$ cat config.mk
export PLATFORM = sky130hd
export DESIGN_NAME = bhg_line_fetch
export DESIGN_NICKNAME = d
export VERILOG_FILES = /design/src/rtl/bhg_line_fetch_pkg.sv /design/src/rtl/bhg_line_fetch_addr.sv /design/src/rtl/bhg_line_fetch.sv
export SDC_FILE = /design/constraint.sdc
export NUM_CORES = 1
export LEC_CHECK = 0
export ABC_AREA = 1
export CAP_MARGIN = 5
export CORE_ASPECT_RATIO = 1.1
export CORE_MARGIN = 3
export CORE_UTILIZATION = 41
export CTS_CLUSTER_SIZE = 40
export DETAILED_ROUTE_END_ITERATION = 16
export PLACE_DENSITY = 0.78
export SYNTH_ARGS = -nofsm -noshare
export SYNTH_HDL_FRONTEND = slang
export SYNTH_SLANG_ARGS = --single-unit
$ cat constraint.sdc
create_clock -name CMD_CLK -period 1.7 [get_ports CMD_CLK]
set_input_delay 0.34 -clock CMD_CLK [delete_from_list [all_inputs] [get_ports CMD_CLK]]
set_output_delay 0.34 -clock CMD_CLK [all_outputs]
set_load 0.05 [all_outputs]
$ cat src/rtl/bhg_line_fetch_pkg.sv
// Shared constants and FSM state type for the scanline fetcher.
package bhg_line_fetch_pkg;

  localparam int WORD_BYTES   = 16;
  localparam int PIX_PER_WORD = 4;
  localparam int TAG_W        = 10;
  localparam int IDX_W        = TAG_W - 1;

  typedef enum logic [1:0] {
    IDLE  = 2'd0,
    ISSUE = 2'd1,
    DRAIN = 2'd2
  } state_e;

endpackage

$ cat src/rtl/bhg_line_fetch_addr.sv
// Registered DDR3 read address generator: line base accumulates one stride per
// scanline, the word address steps by one 128-bit word per accepted request.
module bhg_line_fetch_addr
  import bhg_line_fetch_pkg::*;
#(
  parameter int ADDR_W      = 29,
  parameter int LINE_STRIDE = 4096
) (
  input  logic              clk,
  input  logic              reset,
  input  logic              load,
  input  logic              next_line,
  input  logic              advance,
  input  logic [ADDR_W-1:0] base,
  output logic [ADDR_W-1:0] addr
);

  localparam logic [ADDR_W-1:0] STRIDE_V = ADDR_W'(LINE_STRIDE);
  localparam logic [ADDR_W-1:0] WORD_V   = ADDR_W'(WORD_BYTES);

  logic [ADDR_W-1:0] line_base_q;
  logic [ADDR_W-1:0] addr_q;

  // Sums wrap modulo 2^ADDR_W by construction.
  always_ff @(posedge clk) begin
    if (reset) begin
      line_base_q <= '0;
      addr_q      <= '0;
    end else if (load) begin
      line_base_q <= base;
      addr_q      <= base;
    end else if (next_line) begin
      line_base_q <= line_base_q + STRIDE_V;
      addr_q      <= line_base_q + STRIDE_V;
    end else if (advance) begin
      addr_q      <= addr_q + WORD_V;
    end
  end

  assign addr = addr_q;

endmodule

$ cat src/rtl/bhg_line_fetch.sv
// Scanline fetcher feeding the dual-line buffer of the video pattern generator.
// Optional saturating underrun counter enabled by BHG_LINE_FETCH_STATS_EN.
module bhg_line_fetch
  import bhg_line_fetch_pkg::*;
#(
  parameter int ADDR_W         = 29,
  parameter int WORDS_PER_LINE = 180,
  parameter int LINE_STRIDE    = 4096,
  parameter int V_LINES        = 480
) (
  input  logic              CMD_CLK,
  input  logic              RESET,
  input  logic              CMD_xena_in,
  input  logic              CMD_yena_in,
  input  logic [ADDR_W-1:0] frame_base,
  output logic [1:0]        CMD_xpos_out,
  output logic              CMD_ypos_out,
  output logic              rd_req,
  output logic [ADDR_W-1:0] rd_addr,
  output logic [TAG_W-1:0]  rd_vector,
  input  logic              rd_busy,
  input  logic              rd_ready,
  input  logic [127:0]      rd_data,
  input  logic [TAG_W-1:0]  rd_vector_ret,
  output logic              CMD_line_mem_wena,
  output logic [TAG_W-1:0]  CMD_line_mem_waddr,
  output logic [127:0]      CMD_line_mem_wdata,
  output logic              underrun,
  output logic [15:0]       underrun_cnt
);

  localparam int LINE_W = (V_LINES > 1) ? $clog2(V_LINES) : 1;

  // Request handshake: a read is transferred on every cycle where rd_req=1 and
  // rd_busy=0; rd_addr/rd_vector are held stable while rd_busy stalls it.
  state_e             state_q, state_d;
  logic               xena_q, yena_q;
  logic               fe, le;
  logic [LINE_W-1:0]  line_q;
  logic [IDX_W-1:0]   issue_idx_q;
  logic [IDX_W:0]     rcv_cnt_q;
  logic               fetch_buf_q, ypos_q, pending_q;
  logic [1:0]         xpos_q;
  logic               underrun_q;
  logic               wena_q;
  logic [TAG_W-1:0]   waddr_q;
  logic [127:0]       wdata_q;
  logic               start_frame, start_line, swap, accept, underrun_set;
  logic               last_idx, line_has_next, ret_ok;

  assign fe = yena_q & ~CMD_yena_in;
  assign le = xena_q & ~CMD_xena_in & yena_q;

  assign last_idx      = (issue_idx_q == IDX_W'(WORDS_PER_LINE - 1));
  assign line_has_next = (({1'b0, line_q} + 1'b1) < (LINE_W + 1)'(V_LINES));
  assign ret_ok        = rd_ready & (state_q != IDLE);

  always_comb begin
    state_d      = state_q;
    start_frame  = 1'b0;
    start_line   = 1'b0;
    swap         = 1'b0;
    accept       = 1'b0;
    underrun_set = 1'b0;
    if (fe) begin
      start_frame = 1'b0 | 1'b1;
      state_d     = ISSUE;
    end else begin
      case (state_q)
        IDLE: begin
          // A deferred line event is serviced as soon as the fetch is done.
          if (le | pending_q) begin
            swap = 1'b1;
            if (line_has_next) begin
              start_line = 1'b1;
              state_d    = ISSUE;
            end
          end
        end
        ISSUE: begin
          accept = ~rd_busy;
          if (accept && last_idx) state_d = DRAIN;
          if (le) underrun_set = 1'b1;
        end
        DRAIN: begin
          if (rcv_cnt_q == (IDX_W + 1)'(WORDS_PER_LINE)) state_d = IDLE;
          if (le) underrun_set = 1'b1;
        end
        default: state_d = IDLE;
      endcase
    end
  end

  always_ff @(posedge CMD_CLK) begin
    if (RESET) begin
      state_q     <= IDLE;
      xena_q      <= 1'b0;
      yena_q      <= 1'b0;
      line_q      <= '0;
      issue_idx_q <= '0;
      rcv_cnt_q   <= '0;
      fetch_buf_q <= 1'b0;
      ypos_q      <= 1'b0;
      xpos_q      <= 2'd0;
      pending_q   <= 1'b0;
      underrun_q  <= 1'b0;
      wena_q      <= 1'b0;
      waddr_q     <= '0;
      wdata_q     <= '0;
    end else begin
      state_q    <= state_d;
      xena_q     <= CMD_xena_in;
      yena_q     <= CMD_yena_in;
      underrun_q <= underrun_set;
      wena_q     <= ret_ok;
      if (ret_ok) begin
        waddr_q <= rd_vector_ret;
        wdata_q <= rd_data;
      end
      if (start_frame) begin
        line_q      <= '0;
        fetch_buf_q <= ~ypos_q;
        xpos_q      <= frame_base[3:2];
        issue_idx_q <= '0;
        rcv_cnt_q   <= '0;
        pending_q   <= 1'b0;
      end else begin
        if (swap) begin
          ypos_q    <= fetch_buf_q;
          pending_q <= 1'b0;
        end
        if (start_line) begin
          line_q      <= line_q + 1'b1;
          fetch_buf_q <= ~fetch_buf_q;
          issue_idx_q <= '0;
          rcv_cnt_q   <= '0;
        end
        if (accept && !last_idx) issue_idx_q <= issue_idx_q + 1'b1;
        if (underrun_set) pending_q <= 1'b1;
        if (ret_ok) rcv_cnt_q <= rcv_cnt_q + 1'b1;
      end
    end
  end

  bhg_line_fetch_addr #(
    .ADDR_W      (ADDR_W),
    .LINE_STRIDE (LINE_STRIDE)
  ) u_addr (
    .clk       (CMD_CLK),
    .reset     (RESET),
    .load      (start_frame),
    .next_line (start_line),
    .advance   (accept & ~last_idx),
    .base      ({frame_base[ADDR_W-1:4], 4'b0}),
    .addr      (rd_addr)
  );

`ifdef BHG_LINE_FETCH_STATS_EN
  logic [15:0] ucnt_q;
  always_ff @(posedge CMD_CLK) begin
    if (RESET) begin
      ucnt_q <= 16'd0;
    end else if (start_frame && frame_base[0]) begin
      ucnt_q <= 16'd0;
    end else if (underrun_set && ucnt_q != 16'hFFFF) begin
      ucnt_q <= ucnt_q + 16'd1;
    end
  end
  assign underrun_cnt = ucnt_q;
  logic unused_fb;
  assign unused_fb = frame_base[1];
`else
  assign underrun_cnt = 16'd0;
  logic unused_fb;
  assign unused_fb = ^frame_base[1:0];
`endif

  assign rd_req             = (state_q == ISSUE);
  assign rd_vector          = {fetch_buf_q, issue_idx_q};
  assign CMD_xpos_out       = xpos_q;
  assign CMD_ypos_out       = ypos_q;
  assign CMD_line_mem_wena  = wena_q;
  assign CMD_line_mem_waddr = waddr_q;
  assign CMD_line_mem_wdata = wdata_q;
  assign underrun           = underrun_q;

endmodule
Word-level counts from Yosys, hierarchy flattened. Cells that the tools add are included.

Bitwise gates (word level): 13. Mux-type cells: 32. Add/subtract/negate cells: 6. Eq/ne operators: 12. Reductions and logical operators: 17. Order comparisons: 1.

Operators with widths (count): two-way mux 29 bit (5); adder 29 x 13 -> 29 bit (second input constant) (1); adder 29 x 5 -> 29 bit (second input constant) (1); two-way mux 10 bit (2); adder 9 x 1 -> 9 bit (second input constant) (2); two-way mux 1 bit (18); two-way mux 9 bit (2); nonzero test 2 bit (6); adder 10 x 1 -> 10 bit (second input constant) (1); adder 9 x 1 -> 10 bit (second input constant) (1); == test 10 x 8 -> 1 bit (second input constant) (1); less-than comparator 10 x 9 -> 1 bit (second input constant) (1); == test 9 x 8 -> 1 bit (second input constant) (1); != test 3 bit (second input constant) (3); two-way mux 2 bit (4); AND reduction 4 bit (2); inverter 1 bit (7); != test 2 bit (second input constant) (3); case mux 2 bit (3 select lines) (1); OR reduction 2 bit (3); AND 1 bit (5); != test 3 x 1 -> 1 bit (second input constant) (1); nonzero test 3 bit (1); == test 2 x 1 -> 1 bit (second input constant) (1); 7 further kinds (8).

Input port bits: 173. Word-level logic and storage cells: 100. Register bits: 235. Output and inout bits: 199.

Logic depth before layout (Yosys ltp).
Depth after elaboration: 9. Mapped depth: 15. Gate-level depth less buffers: 14.

Modules after synthesis. From an unflattened synthesis, not the netlist that was laid out.

Cells, all modules: 1447. Area, all modules: 10352.4 µm².

Modules (own cells, without submodules): bhg_line_fetch (area each 6969.2 µm², times used 1, cells each 920); bhg_line_fetch_addr (area each 3383.2 µm², times used 1, cells each 527).

Worst setup path before layout. No wires, ideal clock.

Path kind: reg-to-reg. From: register u_addr.addr_q[4] (netlist: u_addr.addr[4]). To: register u_addr.addr_q[22] (netlist: u_addr.addr[22]). Arrival: 1.918 ns. Setup slack: -0.336 ns. Stages on the path, launching flop included: 12. Library setup time: 0.118 ns. Cell sequence: dfxtp_1 ha_1 nand3_1 inv_1 nand2_1 nor2_1 nand3_1 xnor2_1 nand3_1 nand2_1 nor2_1 nor2_1.

Cells in the longest elaborated chain, start to end: 4.

RTL lines: start: declaration (RTL line bhg_line_fetch_addr.sv:22) `logic [ADDR_W-1:0] addr_q;`; start signal: assignment (RTL line bhg_line_fetch_addr.sv:31) `addr_q <= base;`; start signal: assignment (RTL line bhg_line_fetch_addr.sv:34) `addr_q <= line_base_q + STRIDE_V;`; start signal: assignment (RTL line bhg_line_fetch_addr.sv:36) `addr_q <= addr_q + WORD_V;`; adder 29 x 5 -> 29 bit (RTL line bhg_line_fetch_addr.sv:36); two-way mux 29 bit (RTL line bhg_line_fetch_addr.sv:35) `end else if (advance) begin`; two-way mux 29 bit (RTL line bhg_line_fetch_addr.sv:32) `end else if (next_line) begin`; two-way mux 29 bit (RTL line bhg_line_fetch_addr.sv:29) `end else if (load) begin`.

Every way passes these cells. The select of a mux whose other input is x is not followed. A chain may end at the register's enable or synchronous reset.

Worst setup path in the final report.
From: register line_q[1]. To: register u_addr.addr_q[19] (netlist: u_addr.addr[19]).

Cells in the longest elaborated chain, start to end: 8. Elaborated cells between the ends (all ways): 9. Those cells by class: 1 x add/sub; 1 x order compare; 6 x mux; 1 x reduce/logical.

RTL lines: start: declaration (RTL line bhg_line_fetch.sv:39) `logic [LINE_W-1:0] line_q;`; start signal: assignment (RTL line bhg_line_fetch.sv:133) `line_q <= line_q + 1'b1;`; adder 9 x 1 -> 10 bit * (RTL line bhg_line_fetch.sv:55) `assign line_has_next = (({1'b0, line_q} + 1'b1) < (LINE_W + 1)'(V_LINES));`; less-than comparator 10 x 9 -> 1 bit * (RTL line bhg_line_fetch.sv:55); two-way mux 1 bit * (RTL line bhg_line_fetch.sv:74) `if (line_has_next) begin`; two-way mux 1 bit * (RTL line bhg_line_fetch.sv:72) `if (le | pending_q) begin`; two-way mux 1 bit * (RTL line bhg_line_fetch.sv:69) `case (state_q)`; two-way mux 1 bit * (RTL line bhg_line_fetch.sv:65) `if (fe) begin`; two-way mux 29 bit (RTL line bhg_line_fetch_addr.sv:32); two-way mux 29 bit (RTL line bhg_line_fetch_addr.sv:29).

Every way passes the cells marked *; elsewhere a longest branch is shown, timed or not.

==> flow_metrics.tcl <==
set metrics [dict create \
    multi_input_area_um2 5400 \
    clkTransAtPathRegs_ns 0.06 \
    area_delta_synth_final_pct 60.5 \
    synth_top_cell_by_area "dfxtp_1" \
    grtUsageTotal_pct 26.0 \
    use_met2_pct 46.9 \
    total_leakage_power_nw 6.92 \
    p_per_area_nw_per_um2 1380 \
    ir_drop_mv 0.711 \
    grt_util_met1_pct 30.5 \
    whs_path_depth 3 \
    ys_warn_count 0 \
    synth_common_cells "nor2_1 (391), dfxtp_1 (231), nand2_1 (209)" \
    htree_levels 1 \
    ant_nets 0 \
    async_flop_share_pct 0 \
    die-area_um2 26600 \
    cpMaxStageDelayCell "dfxtp_2" \
    post_drt_via_cell_ratio 5.14 \
    final_util_pct 67.8 \
    io_pins 372 \
    startpoint_type "flop" \
    synth.top_cell.area_share_pct 45.6 \
    ys_seq_elements 231 \
    ys.flop_type "dfxtp_1" \
    io_buffers 353 \
    ff2ff_setup_slack_ns -0.25 \
    synth_edf_count 0 \
    fin_ws_ns -0.251 \
    vias 11400 \
    slew_viol_final 0 \
    cts_buffers 25 \
    fmax_mhz 512 \
    cts_max_path_buffers 3 \
    path_class "flop to flop" \
    crit_family "simple AND/OR/NAND/NOR gates" \
    critPathRequiredTime_ns 2.15 \
    worstHoldStart "CMD_yena_in" \
    initial_utilization_pct 42.2 \
    reg2reg_depth 14 \
    layoutNonFillerInstCount 2220 \
    violations "setup timing" \
    reg2reg_from "line_q[1]$_SDFFE_PP0P_" \
    drt_iter0_markers 842 \
    maxCapViolations 0 \
    firstDrtPassIters 5 \
    antenna_found_initial 4 \
    fin_nets 2077 \
    register_area_um2 4660 \
    yosysSeqAreaShare_pct 45.6 \
    ys_types 37 \
    yosysMostFrequentCell "nor2_1" \
    rsz0062_at_grt "true" \
    fp.dieH_um 171 \
    synth.area.top_cells "dfxtp_1 (46%), nor2_1 (14%), o21ai_0 (9.5%)" \
    hold_end "yena_q$_SDFF_PP0_" \
    clock_sinks 231 \
    critPathArrivalTime_ns 2.40 \
    critPathMaxFanout 7 \
    routed_wl_mm 38.2 \
    max_stage_delay_ns 0.36 \
    wl_per_cell_um 17.2 \
    hp-class "input pin to flop" \
    grt_overflow 0 \
    cts_tree "built" \
    period_needed_ns 1.95 \
    syn-cell-area_um2 10100 \
    path_cells "ha_4 -> nand2_4 -> nor2_4 -> nand2_1 -> nand2_1 -> nand2_2 -> nor2_4 -> nand2_4 -> nand3_4 -> nand2_8 -> inv_2 -> buf_12 -> nand3_1 -> a21oi_1" \
    critPathBufInv 2 \
    cp-end-kind "flop" \
    status "finished, violations left" \
    place.gp.congestion 0.917 \
    setup_viol 77 \
    drive_above_1_share_pct 27.3 \
    tns_ns -13.29 \
    dpl.hpwl_mm 27.1 \
    avgSynthCellArea_um2 6.98 \
    r2r-end "u_addr.addr[19]$_SDFFE_PP0P_" \
    cts-hold-fix-buffers 0 \
    cts_root_buffer "clkbuf_16" \
    worst_hold_slack_ns 0.418 \
    grt_max_degree 58 \
    netlist_instances 1452 \
    first_global_vias 10600 \
    drc 0 \
    grt.busiest_layer "met2" \
    core_um2 24000 \
    fp-row-count 59 \
    finClkSkew_ns 0.0135 \
    grt_pass1_wl_mm 56.3 \
    dp.cells 2154 \
    hold_viol 0 \
    timing.final.crit_share_pct 115 \
    use_met3_pct 4.98 \
    clkLatencyLatePin_ns 0.52 \
    nFillCells 1954 \
    chipWidth_um 156 \
]
## flip-flops by register name (all words and copies together) (netlist names), 2 cells and up
name	cells
u_addr.line_base_q	25
CMD_line_mem_wdata	128
issue_idx_q	9
state_q	2
line_q	9
u_addr.addr	29
rcv_cnt_q	10
CMD_xpos_out	2
CMD_line_mem_waddr	10
## worst max path at each step
stage / start / to / cells after the start
after detailed placement: CMD_yena_in / u_addr.addr[15]$_SDFFE_PP0P_ / 11
after global routing: line_q[1]$_SDFFE_PP0P_ / u_addr.addr[18]$_SDFFE_PP0P_ / 14
after global placement: CMD_xena_in / u_addr.addr[18]$_SDFFE_PP0P_ / 11
final: line_q[1]$_SDFFE_PP0P_ / u_addr.addr[19]$_SDFFE_PP0P_ / 14
after floorplan: line_q[0]$_SDFFE_PP0P_ / u_addr.addr[13]$_SDFFE_PP0P_ / 14
after CTS: line_q[1]$_SDFFE_PP0P_ / u_addr.addr[15]$_SDFFE_PP0P_ / 14
## repair_timing
item                       4_1_cts  5_1_grt
gates cloned                     2        6
pin swaps                       11       38
resized for setup               51      142
buffers inserted                12        3
setup endpoints to repair      189      181
## tightest hold or removal path: stages
cell and delay (ns):
clkdlybuf4s50_1 0.41, inv_1 0.10, nor2_1 0.04
## cell families (layout without fill, tap and decap cells)
family                     count (synthesis)  after routing  share of synthesized area [%]
AOI/OAI and AO/OA                        277            277                           13.8
xor gates and xnor gates                  25             25                           2.16
adders and majority gates                  9              9                           1.11
buffers and inverters                    173            619                           7.43
DFF                                      231            231                           45.6
other                                      1             18                         0.0370
and+or+nand+nor                          736            736                           29.8
## metrics by stage
| stage | total power [mW] | setup WS [ns] | area, um2 |
|---|---|---|---|
| after floorplan | 13.0 | -0.0866 | 10300 |
| after CTS | 22.2 | -0.200 | 15600 |
| after global routing | 23.5 | -0.367 | 16300 |
| final | 22.5 | -0.251 | 16300 |
| after global placement | 16.2 | -0.318 | 14500 |
| after detailed placement | 16.3 | -0.405 | 14500 |
## final cells by class
type | count | area share (%)
antenna | 2 | 0.0308
clock buffer | 34 | 4.18
clock inverter | 11 | 1.01
inverter | 79 | 1.95
multi-input combinational | 1063 | 33.2
sequential | 231 | 28.6
tap | 305 | 2.35
timing repair buffer | 495 | 28.7
## where the power goes
part	internal [mW]	leakage [nW]	switching, mW
sequential	6.47	1.90	0.646
combinational	3.30	4.61	6.38
clock	3.41	0.407	2.25
## cells in the final DEF (no fill, tap or decap), types with 23 or more instances in the layout
cell type / instances
nand2_1: 176
nor2_1: 368
clkdlybuf4s50_1: 170
dfxtp_1: 207
a21oi_1: 46
nand4_1: 23
dfxtp_2: 23
a21oi_2: 23
nand3_1: 63
o21ai_1: 23
o21ai_0: 169
inv_1: 67
buf_4: 279
buf_12: 28
clkbuf_16: 29
## metal layers
metal / wire [um] / part of all wire, %
met5: 35 / 0.092
met1: 14400 / 38
met3: 3140 / 8.2
met4: 1460 / 3.8
met2: 19200 / 50
(Power assumes the default switching activity.)
